===== src/rtl/mem_bus_arbiter.sv =====
// Arbitrates the core's fetch and data buses onto one downstream memory port.
// Data has priority; a streak limiter forces a fetch grant after MAX_D_STREAK contended data grants.
module mem_bus_arbiter #(
  parameter int unsigned MAX_D_STREAK = 4
) (
  input  logic        clk,
  input  logic        reset,
  input  logic        i_valid,
  input  logic [63:0] i_addr,
  output logic        i_data_ok,
  output logic [31:0] i_data,
  input  logic        d_valid,
  input  logic [63:0] d_addr,
  input  logic [2:0]  d_size,
  input  logic [7:0]  d_strobe,
  input  logic [63:0] d_wdata,
  output logic        d_data_ok,
  output logic [63:0] d_rdata,
  output logic        m_valid,
  output logic [63:0] m_addr,
  output logic [2:0]  m_size,
  output logic [7:0]  m_strobe,
  output logic [63:0] m_wdata,
  input  logic        m_data_ok,
  input  logic [63:0] m_rdata,
  output logic [1:0]  fsm_state
);

  localparam logic [1:0] IDLE   = 2'd0;
  localparam logic [1:0] BUSY_I = 2'd1;
  localparam logic [1:0] BUSY_D = 2'd2;

  localparam logic [3:0] STREAK_MAX = 4'(MAX_D_STREAK);

  // Handshake: a requester raises x_valid and holds it with stable fields until
  // x_data_ok; downstream, m_valid and m_* stay constant until m_data_ok.
  logic [1:0] state;
  logic [3:0] streak;
  logic       grant_d;
  logic       grant_i;

  always_comb begin
    grant_d = d_valid && (!i_valid || (streak < STREAK_MAX));
    grant_i = i_valid && !grant_d;
  end

  always_ff @(posedge clk or negedge reset) begin
    if (!reset) begin
      state    <= IDLE;
      streak   <= 4'd0;
      m_valid  <= 1'b0;
      m_addr   <= 64'd0;
      m_size   <= 3'd0;
      m_strobe <= 8'd0;
      m_wdata  <= 64'd0;
    end else begin
      case (state)
        IDLE: begin
          if (grant_d) begin
            state    <= BUSY_D;
            m_valid  <= 1'b1;
            m_addr   <= d_addr;
            m_size   <= d_size;
            m_strobe <= d_strobe;
            m_wdata  <= d_wdata;
            // The streak only grows while a fetch is actually waiting.
            streak   <= i_valid ? (streak + 4'd1) : 4'd0;
          end else if (grant_i) begin
            state    <= BUSY_I;
            m_valid  <= 1'b1;
            m_addr   <= i_addr;
            m_size   <= 3'b010;
            m_strobe <= 8'd0;
            m_wdata  <= 64'd0;
            streak   <= 4'd0;
          end
        end
        BUSY_I, BUSY_D: begin
          if (m_data_ok) begin
            state   <= IDLE;
            m_valid <= 1'b0;
          end
        end
        default: begin
          state   <= IDLE;
          m_valid <= 1'b0;
        end
      endcase
    end
  end

  // Completion is passed through combinationally; an owner that dropped valid gets no pulse.
  always_comb begin
    i_data_ok = (state == BUSY_I) && m_data_ok && i_valid;
    d_data_ok = (state == BUSY_D) && m_data_ok && d_valid;
    i_data    = m_addr[2] ? m_rdata[63:32] : m_rdata[31:0];
    d_rdata   = m_rdata;
    fsm_state = state;
  end

endmodule


===== config.mk =====
export PLATFORM = sky130hd
export DESIGN_NAME = mem_bus_arbiter
export DESIGN_NICKNAME = d
export VERILOG_FILES = /design/src/rtl/mem_bus_arbiter.sv
export SDC_FILE = /design/constraint.sdc
export NUM_CORES = 1
export LEC_CHECK = 0
export CAP_MARGIN = 20
export CORE_AREA = 10 10 192 194
export DETAILED_ROUTE_END_ITERATION = 6
export DIE_AREA = 0 0 202 204
export PLACE_DENSITY = 0.56
export SKIP_LAST_GASP = 1
export SYNTH_ARGS = -nofsm -noshare
export SYNTH_HDL_FRONTEND = slang
export SYNTH_SLANG_ARGS = --single-unit

===== constraint.sdc =====
create_clock -name clk -period 1.9 [get_ports clk]
set_input_delay 0.285 -clock clk [delete_from_list [all_inputs] [get_ports clk]]
set_output_delay 0.285 -clock clk [all_outputs]
set_load 0.005 [all_outputs]

# Yosys cells after proc, flatten, opt, wreduce, memory -nomap -nowiden
# Index checks and enable logic that the tools add are counted.
# word_totals
register_bits,146
inputBits,272
output_inout_bits,240
word_cells,47
# classes
n_addsub,1
magnitude_cmp,1
n_eq_ne,4
mux,20
n_reduce_logical,14
# ops
op,n
$mux W64,4
$mux W32,1
$mux W8,2
$mux W4,3
$logic_and A1 B1 Y1,6
$mux W2,3
$mux W3,2
$add A4 B1 Y4 const B,1
$lt A4 B3 Y1 const B,1
$pmux W2 S2,1
$reduce_and A2 Y1,2
$mux W1,3
$ne A3 B3 Y1 const B,1
$eq A2 B1 Y1 const B,1
$eq A2 B2 Y1 const B,1
$logic_not A1 Y1,2
$logic_not A2 Y1,1
$ne A2 B2 Y1 const B,1
$pmux W1 S2,1
$reduce_bool A2 Y1,1
$reduce_or A2 Y1,1
$logic_or A1 B1 Y1,1

# Depth between registers and ports, before layout
# Gate-level depths: netlist of the first run.
# logic_depth
word_depth,8
depth_mapped,8
depth_no_buf,5

# Worst setup path after synthesis of the first run
# OpenSTA, ideal clock, no wires.
# synth_path
kind,register -> register
from,register state[0] (netlist: fsm_state[0])
to,register m_wdata[52]
setup_ns,0.077
arrival_time_ns,1.553
t_required_ns,1.823
slack_ns,0.271
stages_incl_launch_ff,9
n_path_buf,3
synth_period_minus_slack_ns,1.629
cell_sequence,dfrtp_1 > inv_1 > ha_1 > clkbuf_1 > o21a_1 > buf_4 > clkbuf_1 > nand2_1 > o21ai_1
# synth_between
elab_chain_len,2
# synth_rtl
item,line_no,text
start: declaration,37,logic [1:0] state;
start signal: assignment,49,state <= IDLE;
start signal: assignment,60,state <= BUSY_D;
start signal: assignment,69,state <= BUSY_I;
$logic_not A2 Y1,57,case (state)
$reduce_and A2 Y1 (no source line),n/a,
end signal: assignment,65,m_wdata <= d_wdata;
end: declaration,23,"output logic [63:0] m_wdata,"
# No other way between the ends.
# A chain may end at the register's enable or synchronous reset.

# Final worst setup path of the first run
# layout_path
from,register m_addr[2]
to,output port i_data[21]
# layout_between
elab_chain_len,1
# layout_rtl
item,line_no,text
start: declaration,20,"output logic [63:0] m_addr,"
start signal: assignment,62,m_addr <= d_addr;
start signal: assignment,71,m_addr <= i_addr;
$mux W32,96,i_data = m_addr[2] ? m_rdata[63:32] : m_rdata[31:0];
end: declaration,11,"output logic [31:0] i_data,"
# No other way between the ends.

==> impl_results.md, run 1 <==
- Worst Hold Class: in2reg
- Reg2reg path depth: 7
- Maximum clock path buffer count: 2
- CP Capture Type: output pin
- Clock skew: 0.0121 ns
- DP Area: 12,700 µm²
- WHS: 0.288 ns
- Number of global-route vias before repair: 8,217
- Worst-path fanout max: 5
- H-Tree Depth: 4
- Leading post-synthesis cells by instance count: nand2_1 (279), dfrtp_1 (146), buf_4 (66)
- Max Cap Viol: 0
- First-pass GRT wire length: 57.4 mm
- Clock-pin slew on the worst setup and hold paths: 0.06 ns
- Avg Vias per Cell: 4.49
- Startpoint Class: flip-flop
- Core Footprint: 33,100 µm²
- Status: finished with violations
- Synth Flop Type: dfrtp_1
- Final Slew Violations: 0
- Fillers: 3,256
- Share of cells above drive strength 1: 12.4%
- Crit path kind: reg2out
- Dominant cells by area after synthesis: dfrtp_1 (50%), nand2_1 (14%), buf_4 (6.8%), o211ai_1 (6.6%), nand4_1 (5.5%)
- WHS Path Cells: 3
- Number of flops mapped to enable cells by yosys: 0
- Fin crit period: 2.01 ns
- Final number of setup-violating endpoints: 17
- Clock tree root driver cell: clkbuf_16
- Failing checks: setup timing
- Pwr Density: 1410 nW/µm²
- Yosys reg bits: 146
- Total Nets Final: 1,547
- Fin crit share: 106%
- Syn. warnings: 0
- Maximum VDD drop: 0.000823 V
- Routed vias: 7,782
- Drt initial violations: 392
- Die height: 204 µm
- Clock sinks: 146
- WL/cell: 22.7 µm
- CTS tree: done
- Busiest grt layer: met2
- Actual slew at the worst max-slew pin: 0.505 ns
- Largest net degree at the start of global routing: 66
- Lkg Pwr: 5.57 nW
- Fin util: 40.9%
- Die area: 41,200 µm²
- Met2 GRT Util: 34.0%
- Count leader, synth: nand2_1
- Final hold vios: 0
- Total CTS buffers: 17
- Grt ovf: 0
- Die width: 202 µm
- Met3 usage: 6.97%
- Area leader, netlist: dfrtp_1
- WP data required: 1.62 ns
- Drt drc: 0
- Post-Syn Nets: 1,101
- Cell Rows: 67
- Clock latency at the later pin of the worst-skew pair: 0.44 ns
- Area share of the largest cell type after synthesis: 49.8%
- Syn Inst Count: 825
- RSZ-0062 raised after global routing: true
- Mapped cell area: 7330 µm²
- Antenna violations before repair: 7
- Critical path arrival: 1.73 ns
- RePlAce Congestion: 0.841
- FMAX: 497 MHz
- GRT Total Usage: 18.5%
- Final instance area: 13,600 µm²
- Netlist cell types: 25
- Worst slew margin: 66.3%
- Mean Syn Cell Area: 8.89 µm²
- Fin worst setup slack: -0.111 ns
- Initial Util: 22.1%
- Area grow syn2layout: 84.9%
- Antenna viol nets, final: 0
- Wirelength, routed: 39.4 mm
- I/O Buffers: 511
- Met1 usage: 19.4%
- TNS Setup: -1.33 ns
- Part of the Yosys area used for sequential elements: 49.8%
- Boundary pin count: 512
- First-pass DRT Iterations: 4
- DP HPWL: 30.5 mm
- Ys async rst share: 100%
state kept, by name (all words and copies together), names as in the netlist:
| register | cells |
|---|---|
| m_addr | 64 |
| m_wdata | 64 |
| m_strobe | 8 |
| streak | 4 |
| m_size | 3 |
| fsm_state | 2 |
| m_valid | 1 |
critical path, cell delays in order (launching register included):
cell and delay (ns):
dfrtp_2 0.44, buf_4 0.15, buf_6 0.12, buf_16 0.14, mux2_4 0.32, buf_6 0.12
final timing paths:
path	startpoint	endpoint	slack [ns]
max	m_addr[2]	i_data[21]	-0.11
min	d_valid	streak[0]	0.29
min reg2reg	m_strobe[3]	m_strobe[3]	0.48
max reg2reg	fsm_state[1]	m_addr[42]	0.12
max in group asynchronous	reset	m_addr[2]	0.95
min in group asynchronous	reset	m_addr[31]	0.35
per-layer routing:
layer	part of all wire [%]	routed length, µm
met5	0.025	10
met4	1.4	571
met3	7.7	3050
met2	54	21300
met1	37	14500
stage by stage:
stage                     setup slack, ns  total power, W  std cells
after floorplan                     0.271         0.00911        825
after global placement            -0.0334          0.0152       1684
after detailed placement          -0.0973          0.0153       1684
after CTS                          -0.206          0.0193       1733
after global routing               -0.179          0.0204       1735
final                              -0.111          0.0191       1735
cells in the final DEF, fill, tap and decap left out, types with 3 or more instances in the layout:
cell and count:
o21ai_0 64, clkinvlp_4 5, nand2_1 278, dfrtp_1 145
buf_2 9, clkbuf_16 17, inv_6 4, nand4_1 65
ha_1 3, buf_12 19, nor2_1 4, o21ai_1 12
mux2_4 15, diode_2 3, buf_16 3, mux2_2 17
clkdlybuf4s15_2 3, o211ai_1 64, buf_4 25, buf_6 26
clkdlybuf4s50_1 474
final cells by class:
type / count / area [µm²] / area share (%)
antenna: 3 / 7.51 / 0.0554
clock inverter: 15 / 148 / 1.09
timing repair buffer: 564 / 5810 / 42.9
clock buffer: 17 / 425 / 3.14
inverter: 3 / 11.3 / 0.0831
sequential: 146 / 3650 / 27.0
tap: 448 / 561 / 4.13
multi-input combinational: 539 / 2940 / 21.7
where the power goes:
part           total, W  internal, W  switching (W)
Clock           0.00335      0.00183        0.00151
Combinational    0.0104      0.00573        0.00466
Sequential      0.00539      0.00458       0.000808
Total            0.0191       0.0121        0.00698
kinds of logic after synthesis:
kind of cell	after synthesis	synth area share [%]
adder cells (fa/ha/maj)	4	0.683
multiplexers	32	4.91
AND/OR/NAND/NOR	354	20.6
flip-flops	146	49.8
AO/OA/AOI/OAI	149	12.7
buffers and inverters	140	11.3
repair_timing:
item,CTS,global route
gates resized for setup,155,28
endpoints found under the setup margin,35,33
hold endpoints to repair,40,0
hold buffers,1,0
setup buffers,12,2
cloned,4,0
Power figures use the tool's default switching activity.
==> inputs of run 2 (changes only) <==
--- a/config.mk
+++ b/config.mk
@@ -6,10 +6,10 @@
 export NUM_CORES = 1
 export LEC_CHECK = 0
 export CAP_MARGIN = 20
-export CORE_AREA = 10 10 192 194
+export CORE_AREA = 2 2 201 203
 export DETAILED_ROUTE_END_ITERATION = 6
-export DIE_AREA = 0 0 202 204
-export PLACE_DENSITY = 0.56
+export DIE_AREA = 0 0 203 205
+export PLACE_DENSITY = 0.49
 export SKIP_LAST_GASP = 1
 export SYNTH_ARGS = -nofsm -noshare
 export SYNTH_HDL_FRONTEND = slang
==> run 2 against run 1 <==
The run still ends with setup timing left. Sequential share of layout area decreased by 0.34 points. Combinational power about the same. Power is 1.1% higher.
==> impl_results.md, run 2 (synthesis gave the netlist of run 1 again) <==
- Failing checks: setup timing
- FMAX: 511 MHz
- Fin crit share: 103%
- Actual slew at the worst max-slew pin: 0.753 ns
- Met1 usage: 19.3%
- Drt initial violations: 332
- FF-to-FF setup slack: 0.27 ns
- Worst-path fanout max: 8
- CP max stage delay: 0.42 ns
- Fin worst setup slack: -0.0575 ns
- Busiest grt layer: met2
- Total CTS buffers: 17
- Critical path arrival: 1.67 ns
- Wirelength, routed: 36.6 mm
- Clock skew: 0.0116 ns
- Number of global-route vias before repair: 8,155
- Antenna violations before repair: 4
- Clock latency at the later pin of the worst-skew pair: 0.44 ns
- Die width: 203 µm
- Lkg Pwr: 5.65 nW
- Worst Hold Class: in2async
- Crit path kind: reg2out
- Pwr Density: 1410 nW/µm²
- Avg Vias per Cell: 4.28
- Routed vias: 7,789
- WL/cell: 20.1 µm
- Met2 GRT Util: 30.8%
- H-Tree Depth: 4
- Most frequent cells in the layout: clkdlybuf4s50_1 (472), nand2_1 (278), dfrtp_1 (145)
- R2R Path Start: fsm_state[1]
- Post-route total power: 0.0193 W
- Status: finished with violations
- Core Footprint: 39,400 µm²
- Slowest cell on crit path: dfrtp_2
- Max Cap Viol: 0
- Final instance area: 13,700 µm²
- Worst R2R End: m_wdata[23]
- Fillers: 4,058
- Setup WS pre-CTS: -0.0330 ns
- Clock-pin slew on the worst setup and hold paths: 0.07 ns
- Maximum clock path buffer count: 2
- Die area: 41,600 µm²
- First-pass DRT Iterations: 4
- Final hold vios: 0
- DP HPWL: 27.3 mm
- Met3 usage: 5.20%
- DP Area: 12,900 µm²
- CTS tree: done
- Reg2reg path depth: 6
- Largest regs: m_addr (64), m_wdata (64), m_strobe (8)
- WP data required: 1.62 ns
- WHS: 0.203 ns
- Grt ovf: 0
- Clock sinks: 146
- Area grow syn2layout: 87.3%
- Most frequent CP cell: buf_6
- Maximum VDD drop: 0.000719 V
- RePlAce Congestion: 0.840
- Startpoint Class: flip-flop
- Worst path bufs/invs: 4
- Antenna viol nets, final: 0
- Clock tree root driver cell: clkbuf_16
- Boundary pin count: 512
- CP Capture Type: output pin
- Final number of setup-violating endpoints: 14
- Worst slew margin: 49.8%
- Crit path max-delay family: buffers and inverters
- GRT Total Usage: 17.2%
- Total Nets Final: 1,555
- Cell Rows: 73
- Share of cells above drive strength 1: 12.9%
- Final Slew Violations: 0
- I/O Buffers: 511
- Critical Path End: i_data[0]
- Levels on crit path: 5
- RSZ-0062 raised after global routing: true
- Worst Setup SP: m_addr[2]
- First-pass GRT wire length: 53.5 mm
- Initial Util: 18.6%
- Largest net degree at the start of global routing: 59
- Most common cell after layout, fill and taps aside: clkdlybuf4s50_1
- Crit-path cells: buf_6 -> buf_16 -> buf_12 -> mux2_4 -> buf_6
- Die height: 205 µm
- Fin crit period: 1.96 ns
- Drt drc: 0
-- run 2: layer usage --
metal,wire (µm),part of all wire (%)
met5,0,0
met4,804,2.2
met3,2530,6.9
met2,19100,52
met1,14100,39
-- run 2: where the power goes --
part,internal [W],switching [W],total [W]
Sequential,0.00458,0.000822,0.00540
Combinational,0.00573,0.00456,0.0103
Clock,0.00219,0.00146,0.00365
-- run 2: area by class of cell --
class / count / area [µm²] / area share [%]
antenna: 4 / 10.0 / 0.0729
clock buffer: 18 / 429 / 3.12
clock inverter: 12 / 181 / 1.32
inverter: 3 / 11.3 / 0.0820
multi-input combinational: 539 / 2940 / 21.4
sequential: 146 / 3650 / 26.6
tap: 525 / 657 / 4.78
timing repair buffer: 572 / 5850 / 42.6
-- run 2: through the flow --
stage | TNS [ns] | instances | utilization (%)
floorplan | 0 | 825 | -
global placement | -0.0382 | 1770 | 32.7
detailed placement | -0.193 | 1770 | 32.7
CTS | -2.33 | 1814 | 34.6
global route | -1.72 | 1819 | 34.9
finish | -0.506 | 1819 | 34.9
-- run 2: how the worst min path moves through the flow --
stage / endpoint / slack (ns) / cells past startpoint
finish: m_wdata[60] / 0.20 / 2
global route: m_wdata[58] / 0.18 / 2
CTS: m_wdata[60] / 0.17 / 2
detailed placement: m_wdata[58] / 0.09 / 1
global placement: m_wdata[58] / 0.09 / 1
floorplan: fsm_state[0] / -0.01 / 0
-- run 2: repair_timing --
item,4_1_cts,5_1_grt
buffers inserted,10,3
cloned,4,0
pin swaps,0,0
hold endpoints to repair,146,0
gates resized for setup,155,32
setup endpoints to repair,35,29
hold buffers,1,0
